===== src/rtl/jtag_bscan_sys_if.sv =====
// JTAG serial port bundle (TMS/TDI toward the TAP, TDO/TDO_EN back to the tester).
// The tester side uses the master modport; the TAP uses the slave modport.
interface jtag_bscan_sys_if;
  logic TMS;
  logic TDI;
  logic TDO;
  logic TDO_EN;

  modport master (
    output TMS,
    output TDI,
    input  TDO,
    input  TDO_EN
  );

  modport slave (
    input  TMS,
    input  TDI,
    output TDO,
    output TDO_EN
  );
endinterface


===== src/rtl/jtag_bscan_sys.sv =====
// IEEE 1149.1-style TAP with IR, BYPASS, optional IDCODE and an N_IN+N_OUT boundary-scan register.
// Define JTAG_IDCODE_EN to add the 32-bit ID register and make IDCODE the reset instruction.
module jtag_bscan_sys #(
  parameter int unsigned N_IN     = 5,
  parameter int unsigned N_OUT    = 4,
  parameter int unsigned IR_W     = 4,
  parameter logic [31:0] ID_VALUE = 32'h1000_0A01
) (
  input  logic              TCK,
  input  logic              TRST_N,
  jtag_bscan_sys_if.slave   jtag,
  input  logic [N_IN-1:0]   from_SYS_to_BSR,
  output logic [N_IN-1:0]   from_BSR_to_CL,
  input  logic [N_OUT-1:0]  from_CL_to_BSR,
  output logic [N_OUT-1:0]  from_BSR_to_SYS
);

  localparam int unsigned N_BSR = N_IN + N_OUT;

  localparam logic [IR_W-1:0] OP_EXTEST  = IR_W'(0);
  localparam logic [IR_W-1:0] OP_SAMPLE  = IR_W'(1);
  localparam logic [IR_W-1:0] OP_IDCODE  = IR_W'(2);
  localparam logic [IR_W-1:0] OP_INTEST  = IR_W'(3);
  localparam logic [IR_W-1:0] OP_BYPASS  = '1;
  localparam logic [IR_W-1:0] IR_CAPTURE = IR_W'(1);

`ifdef JTAG_IDCODE_EN
  localparam logic [IR_W-1:0] RST_IR = OP_IDCODE;
`else
  localparam logic [IR_W-1:0] RST_IR = OP_BYPASS;
`endif

  if (IR_W < 2) begin : g_bad_ir_w
    $error("jtag_bscan_sys: IR_W must be at least 2");
  end
  if (ID_VALUE[0] != 1'b1) begin : g_bad_id_value
    $error("jtag_bscan_sys: ID_VALUE bit 0 must be 1");
  end

  typedef enum logic [3:0] {
    TLR, RTI,
    SEL_DR, CAP_DR, SHIFT_DR, EXIT1_DR, PAUSE_DR, EXIT2_DR, UPD_DR,
    SEL_IR, CAP_IR, SHIFT_IR, EXIT1_IR, PAUSE_IR, EXIT2_IR, UPD_IR
  } tap_state_e;

  tap_state_e state_q, state_d;

  logic [IR_W-1:0]  ir_shift_q, ir_shift_d;
  logic [IR_W-1:0]  ir_q, ir_d;
  logic [N_BSR-1:0] bsr_q, bsr_d;
  logic [N_BSR-1:0] upd_q, upd_d;
  logic             byp_q, byp_d;
  logic             tdo_q, tdo_d;
  logic             tdo_en_q, tdo_en_d;

`ifdef JTAG_IDCODE_EN
  logic [31:0]      id_q, id_d;
`endif

  logic             sel_bsr;
  logic             sel_id;
  logic             sel_byp;
  logic             dr_lsb;

  // ---------------------------------------------------------------------------
  // TAP controller
  // ---------------------------------------------------------------------------
  // NOTE: sequential state uses non-blocking assignments so every flop samples
  // the pre-edge value of its neighbours, independent of process ordering.
  always_ff @(posedge TCK or negedge TRST_N) begin
    if (!TRST_N) begin
      state_q <= TLR;
    end else begin
      state_q <= state_d;
    end
  end

  // NOTE: every combinational output gets a default first; a path that leaves
  // a variable unassigned would otherwise infer a latch.
  always_comb begin
    state_d = state_q;
    case (state_q)
      TLR:      state_d = jtag.TMS ? TLR      : RTI;
      RTI:      state_d = jtag.TMS ? SEL_DR   : RTI;
      SEL_DR:   state_d = jtag.TMS ? SEL_IR   : CAP_DR;
      CAP_DR:   state_d = jtag.TMS ? EXIT1_DR : SHIFT_DR;
      SHIFT_DR: state_d = jtag.TMS ? EXIT1_DR : SHIFT_DR;
      EXIT1_DR: state_d = jtag.TMS ? UPD_DR   : PAUSE_DR;
      PAUSE_DR: state_d = jtag.TMS ? EXIT2_DR : PAUSE_DR;
      EXIT2_DR: state_d = jtag.TMS ? UPD_DR   : SHIFT_DR;
      UPD_DR:   state_d = jtag.TMS ? SEL_DR   : RTI;
      SEL_IR:   state_d = jtag.TMS ? TLR      : CAP_IR;
      CAP_IR:   state_d = jtag.TMS ? EXIT1_IR : SHIFT_IR;
      SHIFT_IR: state_d = jtag.TMS ? EXIT1_IR : SHIFT_IR;
      EXIT1_IR: state_d = jtag.TMS ? UPD_IR   : PAUSE_IR;
      PAUSE_IR: state_d = jtag.TMS ? EXIT2_IR : PAUSE_IR;
      EXIT2_IR: state_d = jtag.TMS ? UPD_IR   : SHIFT_IR;
      UPD_IR:   state_d = jtag.TMS ? SEL_DR   : RTI;
      default:  state_d = TLR;
    endcase
  end

  // ---------------------------------------------------------------------------
  // Instruction decode: any opcode not listed falls through to BYPASS
  // ---------------------------------------------------------------------------
  always_comb begin
    sel_bsr = (ir_q == OP_EXTEST) || (ir_q == OP_SAMPLE) || (ir_q == OP_INTEST);
`ifdef JTAG_IDCODE_EN
    sel_id  = (ir_q == OP_IDCODE);
`else
    sel_id  = 1'b0;
`endif
    sel_byp = !sel_bsr && !sel_id;
  end

  always_comb begin
    dr_lsb = byp_q;
    if (sel_bsr) begin
      dr_lsb = bsr_q[0];
    end
`ifdef JTAG_IDCODE_EN
    else if (sel_id) begin
      dr_lsb = id_q[0];
    end
`endif
  end

  // ---------------------------------------------------------------------------
  // Instruction and data registers
  // ---------------------------------------------------------------------------
  always_comb begin
    ir_shift_d = ir_shift_q;
    ir_d       = ir_q;
    bsr_d      = bsr_q;
    upd_d      = upd_q;
    byp_d      = byp_q;
`ifdef JTAG_IDCODE_EN
    id_d       = id_q;
`endif

    case (state_q)
      CAP_DR: begin
        if (sel_bsr) bsr_d = {from_SYS_to_BSR, from_CL_to_BSR};
        if (sel_byp) byp_d = 1'b0;
`ifdef JTAG_IDCODE_EN
        if (sel_id)  id_d  = ID_VALUE;
`endif
      end
      SHIFT_DR: begin
        if (sel_bsr) bsr_d = {jtag.TDI, bsr_q[N_BSR-1:1]};
        if (sel_byp) byp_d = jtag.TDI;
`ifdef JTAG_IDCODE_EN
        if (sel_id)  id_d  = {jtag.TDI, id_q[31:1]};
`endif
      end
      UPD_DR: begin
        if (sel_bsr) upd_d = bsr_q;
      end
      CAP_IR:   ir_shift_d = IR_CAPTURE;
      SHIFT_IR: ir_shift_d = {jtag.TDI, ir_shift_q[IR_W-1:1]};
      UPD_IR:   ir_d       = ir_shift_q;
      default: ;
    endcase

    // Entering Test-Logic-Reset by TMS has the same effect as TRST_N.
    if (state_d == TLR) begin
      ir_d  = RST_IR;
      upd_d = '0;
    end
  end

  always_ff @(posedge TCK or negedge TRST_N) begin
    if (!TRST_N) begin
      ir_shift_q <= '0;
      ir_q       <= RST_IR;
      bsr_q      <= '0;
      upd_q      <= '0;
      byp_q      <= 1'b0;
    end else begin
      ir_shift_q <= ir_shift_d;
      ir_q       <= ir_d;
      bsr_q      <= bsr_d;
      upd_q      <= upd_d;
      byp_q      <= byp_d;
    end
  end

`ifdef JTAG_IDCODE_EN
  always_ff @(posedge TCK or negedge TRST_N) begin
    if (!TRST_N) begin
      id_q <= '0;
    end else begin
      id_q <= id_d;
    end
  end
`endif

  // ---------------------------------------------------------------------------
  // TDO launches on falling TCK so the tester can sample it on the next rising edge
  // ---------------------------------------------------------------------------
  always_comb begin
    tdo_d    = 1'b0;
    tdo_en_d = 1'b0;
    case (state_q)
      SHIFT_DR: begin
        tdo_d    = dr_lsb;
        tdo_en_d = 1'b1;
      end
      SHIFT_IR: begin
        tdo_d    = ir_shift_q[0];
        tdo_en_d = 1'b1;
      end
      default: ;
    endcase
  end

  always_ff @(negedge TCK or negedge TRST_N) begin
    if (!TRST_N) begin
      tdo_q    <= 1'b0;
      tdo_en_q <= 1'b0;
    end else begin
      tdo_q    <= tdo_d;
      tdo_en_q <= tdo_en_d;
    end
  end

  assign jtag.TDO    = tdo_q;
  assign jtag.TDO_EN = tdo_en_q;

  // ---------------------------------------------------------------------------
  // Pin/core muxing follows the active instruction combinationally
  // ---------------------------------------------------------------------------
  always_comb begin
    from_BSR_to_CL  = from_SYS_to_BSR;
    from_BSR_to_SYS = from_CL_to_BSR;
    if (ir_q == OP_EXTEST) begin
      from_BSR_to_SYS = upd_q[N_OUT-1:0];
    end else if (ir_q == OP_INTEST) begin
      from_BSR_to_CL  = upd_q[N_BSR-1:N_OUT];
      from_BSR_to_SYS = upd_q[N_OUT-1:0];
    end
  end

endmodule

===== src/flat_wrapper.sv =====
// flat-port wrapper written by rule: the top's interface ports become plain ports
module jtag_bscan_sys_flat 
#(
  parameter int unsigned N_IN     = 5,
  parameter int unsigned N_OUT    = 4,
  parameter int unsigned IR_W     = 4,
  parameter logic [31:0] ID_VALUE = 32'h1000_0A01
)
  (TCK, TRST_N, from_SYS_to_BSR, from_BSR_to_CL, from_CL_to_BSR, from_BSR_to_SYS, jtag_TMS, jtag_TDI, jtag_TDO, jtag_TDO_EN);
  jtag_bscan_sys_if jtag_i ();
  input  logic TCK;
  input  logic TRST_N;
  input  logic [N_IN-1:0] from_SYS_to_BSR;
  output logic [N_IN-1:0] from_BSR_to_CL;
  input  logic [N_OUT-1:0] from_CL_to_BSR;
  output logic [N_OUT-1:0] from_BSR_to_SYS;
  input wire logic [$bits(jtag_i.TMS)-1:0] jtag_TMS;
  input wire logic [$bits(jtag_i.TDI)-1:0] jtag_TDI;
  output wire logic [$bits(jtag_i.TDO)-1:0] jtag_TDO;
  output wire logic [$bits(jtag_i.TDO_EN)-1:0] jtag_TDO_EN;
  assign jtag_i.TMS = jtag_TMS;
  assign jtag_i.TDI = jtag_TDI;
  assign jtag_TDO = jtag_i.TDO;
  assign jtag_TDO_EN = jtag_i.TDO_EN;
  jtag_bscan_sys #(.N_IN(N_IN), .N_OUT(N_OUT), .IR_W(IR_W), .ID_VALUE(ID_VALUE)) u_core (.TCK(TCK), .TRST_N(TRST_N), .jtag(jtag_i), .from_SYS_to_BSR(from_SYS_to_BSR), .from_BSR_to_CL(from_BSR_to_CL), .from_CL_to_BSR(from_CL_to_BSR), .from_BSR_to_SYS(from_BSR_to_SYS));
endmodule

===== config.mk =====
export PLATFORM = sky130hd
export DESIGN_NAME = jtag_bscan_sys_flat
export DESIGN_NICKNAME = d
export VERILOG_FILES = /design/src/rtl/jtag_bscan_sys_if.sv /design/src/rtl/jtag_bscan_sys.sv /design/src/flat_wrapper.sv
export SDC_FILE = /design/constraint.sdc
export NUM_CORES = 1
export LEC_CHECK = 0
export CORE_MARGIN = 2
export CORE_UTILIZATION = 48
export DETAILED_ROUTE_END_ITERATION = 7
export GPL_TIMING_DRIVEN = 0
export PLACE_DENSITY = 0.69
export SYNTH_ARGS = -nofsm -noshare
export SYNTH_HDL_FRONTEND = slang
export SYNTH_SLANG_ARGS = --single-unit
export TNS_END_PERCENT = 30

===== constraint.sdc =====
create_clock -name TCK -period 1.9 [get_ports TCK]
set_input_delay 0.19 -clock TCK [delete_from_list [all_inputs] [get_ports TCK]]
set_output_delay 0.19 -clock TCK [all_outputs]
set_load 0.02 [all_outputs]

==> flow_summary.yaml, run 1 <==
global_routing:
  antenna_found_initial: 0
  grt_pass1_vias: 1432
  grt_max_degree: 34
  grt_pass1_wl_mm: 6.741
  track_usage: 0.2148
  overflow: 0
floorplan:
  die-area_um2: 4157
  core_um2: 3416
  ios: 24
  die_x_um: 64.48
  initial_core_util: 0.5139
  num_rows: 21
  die-height_um: 64.48
run_status:
  violations: "setup timing"
  status: "finished with violations"
finish:
  diodes: 0
  final_area_um2: 2268
  fillers: 285
  multiInputGateArea_um2: 869.6
  nNetsFinal: 231
  fin_util: 0.6641
  regArea_um2: 830.8
  final_layout_size_suffix_gt1_frac: 0.2603
  synthToLayoutAreaGrowth_pct: 29.22
worst_setup_path:
  crit_buf_inv: 0
  path_class: "reg -> reg"
  cp.required_ns: 1.13
  crit_chain: "nand2b_4 > and2_4 > mux2_4 > a32o_1"
  endpoint_kind: "flip-flop"
  cp-start-kind: "flip-flop"
  critPathTopFamily: "flip-flops"
  worstPathMaxFanout: 4
  slowest_delay_ns: 0.54
  cp.arrival_ns: 1.66
  crit_slowest_cell: "dfstp_2"
detailed_routing:
  ant_nets: 0
  drtIter0Drc: 67
  drt_first_pass_iters: 4
  wirelength_mm: 3.886
  drt-wirelength-per-cell_um: 14.66
  vias_per_cell: 5.336
  num_vias: 1414
  drc: 0
sta:
  maxSlewViolCount: 0
  clock_skew_ns: 0.01673
  hold_violations: 0
  relSlewSlack: 0.6770
  finalSetupViolCount: 9
  setup_ws_ns: -0.5304
  rsz0062_at_grt: "true"
  tightestPinTransition_ns: 0.4845
cts:
  clock_sinks: 33
  tritoncts: "yes"
  cts_made_buffers: 5
  clock_path_buffers: 2
  cts-root-buf: "clkbuf_4"
  clk_pin_slew_ns: 0.12
  clkLatencyLatePin_ns: 0.34
  htree_levels: 2
worst_hold_path:
  worstHoldPathType: "in -> async"
synthesis:
  synth.distinct_cells: 35
  syn_inst: 176
  avgSynthCellArea_um2: 9.974
  synth_ff_type: "dfrtp_1"
  yosys-top-cells-area: "dfrtp_1 38%, mux2i_1 12%, mux2_2 6.4%"
  syn-num-nets: 189
  synth_enable_flop_cells: 0
  synth_top_cell_by_area: "dfrtp_1"
  ys_seq_area_frac: 0.4733
  async_reset_ff_frac: 1.000
  netlist_area_um2: 1755
  synth_top_area_frac: 0.3849
  ys_ff_latch: 33
  yosysWarnings: 0
power_and_ir_drop:
  peakVddDrop_mv: 0.6985
  finalPower_uw: 3242
  p_leak_uw: 0.001127
  powerDensity_nw_per_um2: 1429
place:
  gp_congestion: 0.8056
  portBuffers: 23
  place_area_um2: 2054
  post-dp-hpwl_mm: 2.643
job:
  maxCapViolCount: 0
[sequential cells by signal, indices dropped and copies added, names as in the netlist]
name,cells
u_core.bsr_q,9
u_core.upd_q,9
u_core.ir_q,4
u_core.ir_shift_q,4
u_core.state_q,4
u_core.byp_q,1
u_core.jtag.TDO,1
u_core.jtag.TDO_EN,1
[layer usage]
metal | GRT usage | part of all wire | wire length (um)
met1 | 0.2716 | 0.46 | 1785
met2 | 0.3581 | 0.48 | 1876
met3 | 0.05729 | 0.043 | 167
met4 | 0.07181 | 0.015 | 57
met5 | 0 | 0 | 0
[logic make-up (layout without fill, tap and decap cells)]
kind of cell / count (synthesis) / in the layout / synth area share
AO/OA/AOI/OAI: 35 / 35 / 0.1262
XOR/XNOR: 2 / 2 / 0.009980
buffers and inverters: 17 / 60 / 0.05060
flip-flops: 33 / 33 / 0.4733
multiplexers: 31 / 31 / 0.1839
AND/OR/NAND/NOR: 58 / 58 / 0.1561
[cell usage in the layout, fill, tap and decap left out, types with 6 or more instances in the layout]
cell	n
nand3_1	6
clkdlybuf4s50_1	14
buf_4	8
nor2_1	12
o21ai_0	7
buf_6	11
dfrtp_1	27
o21ai_1	10
mux2_2	8
mux2i_1	21
clkbuf_4	6
a21oi_1	6
nand2_1	28
[Yosys cell counts (4+ instances only)]
cell and number:
mux2_2 10, dfrtp_1 27, dfstp_2 4, nand3_1 6
mux2i_1 21, clkbuf_1 6, a21oi_1 6, o21ai_0 7
nor2_1 13, inv_1 5, o21ai_1 11, nand2_1 28
[worst register-to-register path, delay by kind of cell, from the launching register on]
kind	cells	cell delay, ns
DFF	1	0.54
muxes	1	0.30
and+or+nand+nor	2	0.28
AOI/OAI and AO/OA	1	0.21
[layout make-up]
| type | instances | share of cell area |
|---|---|---|
| Buffer | 11 | 0.02978 |
| Clock buffer | 6 | 0.02261 |
| Clock inverter | 2 | 0.01655 |
| Inverter | 5 | 0.008274 |
| Multi-Input combinational cell | 126 | 0.3833 |
| Sequential cell | 33 | 0.3662 |
| Tap cell | 46 | 0.02537 |
| Timing Repair Buffer | 36 | 0.1478 |
[final timing paths]
| kind | start | end | slack, ns | cells past startpoint |
|---|---|---|---|---|
| setup / recovery | u_core.ir_q[0]$_DFFE_PN1P_ | u_core.jtag.TDO$_DFF_NN0_ | -0.53 | 4 |
| hold / removal | TRST_N | u_core.bsr_q[6]$_DFFE_PN0P_ | 0.35 | 2 |
| setup reg to reg | u_core.ir_q[0]$_DFFE_PN1P_ | u_core.jtag.TDO$_DFF_NN0_ | -0.53 | 4 |
| hold reg to reg | u_core.ir_shift_q[0]$_DFFE_PN0P_ | u_core.ir_shift_q[0]$_DFFE_PN0P_ | 0.51 | 2 |
| max in group asynchronous | TRST_N | u_core.jtag.TDO$_DFF_NN0_ | 0.34 | 2 |
| min in group TCK | from_CL_to_BSR[3] | u_core.bsr_q[3]$_DFFE_PN0P_ | 0.50 | 3 |
[what timing repair did]
item                       4_1_cts  5_1_grt
resized for setup               44        6
pin swaps                        3        2
hold buffers                     1        0
setup endpoints to repair       13       15
hold endpoints to repair        27        0
setup buffers                   10        2
[power breakdown]
group          internal (uW)  total, uW  leakage (uW)  switching (uW)
sequential              1030       1250      0.000393             220
clock                    313        561     0.0000445             248
combinational            670       1430      0.000690             763
[per-stage QoR]
stage | instances | hold WS, ns | setup slack (ns) | setup TNS [ns]
3_3_place_gp | 245 | 0.4811 | -0.8364 | -5.371
4_1_cts | 263 | 0.4488 | -0.5386 | -3.633
6_report | 265 | 0.3457 | -0.5304 | -2.812
2_1_floorplan | 176 | -0.1056 | -0.4844 | -0.7694
5_1_grt | 265 | 0.3760 | -0.5784 | -3.534
3_5_place_dp | 245 | 0.2933 | -0.5552 | -3.653
Power figures use the tool's default switching activity.
==> inputs of run 2 (changes only) <==
--- a/config.mk
+++ b/config.mk
@@ -7,6 +7,7 @@
 export LEC_CHECK = 0
 export CORE_MARGIN = 2
 export CORE_UTILIZATION = 48
+export CTS_CLUSTER_DIAMETER = 40
 export DETAILED_ROUTE_END_ITERATION = 7
 export GPL_TIMING_DRIVEN = 0
 export PLACE_DENSITY = 0.69
==> results of run 2 <==
Same layout as run 1: the final DEF is identical, and so are final timing and power.
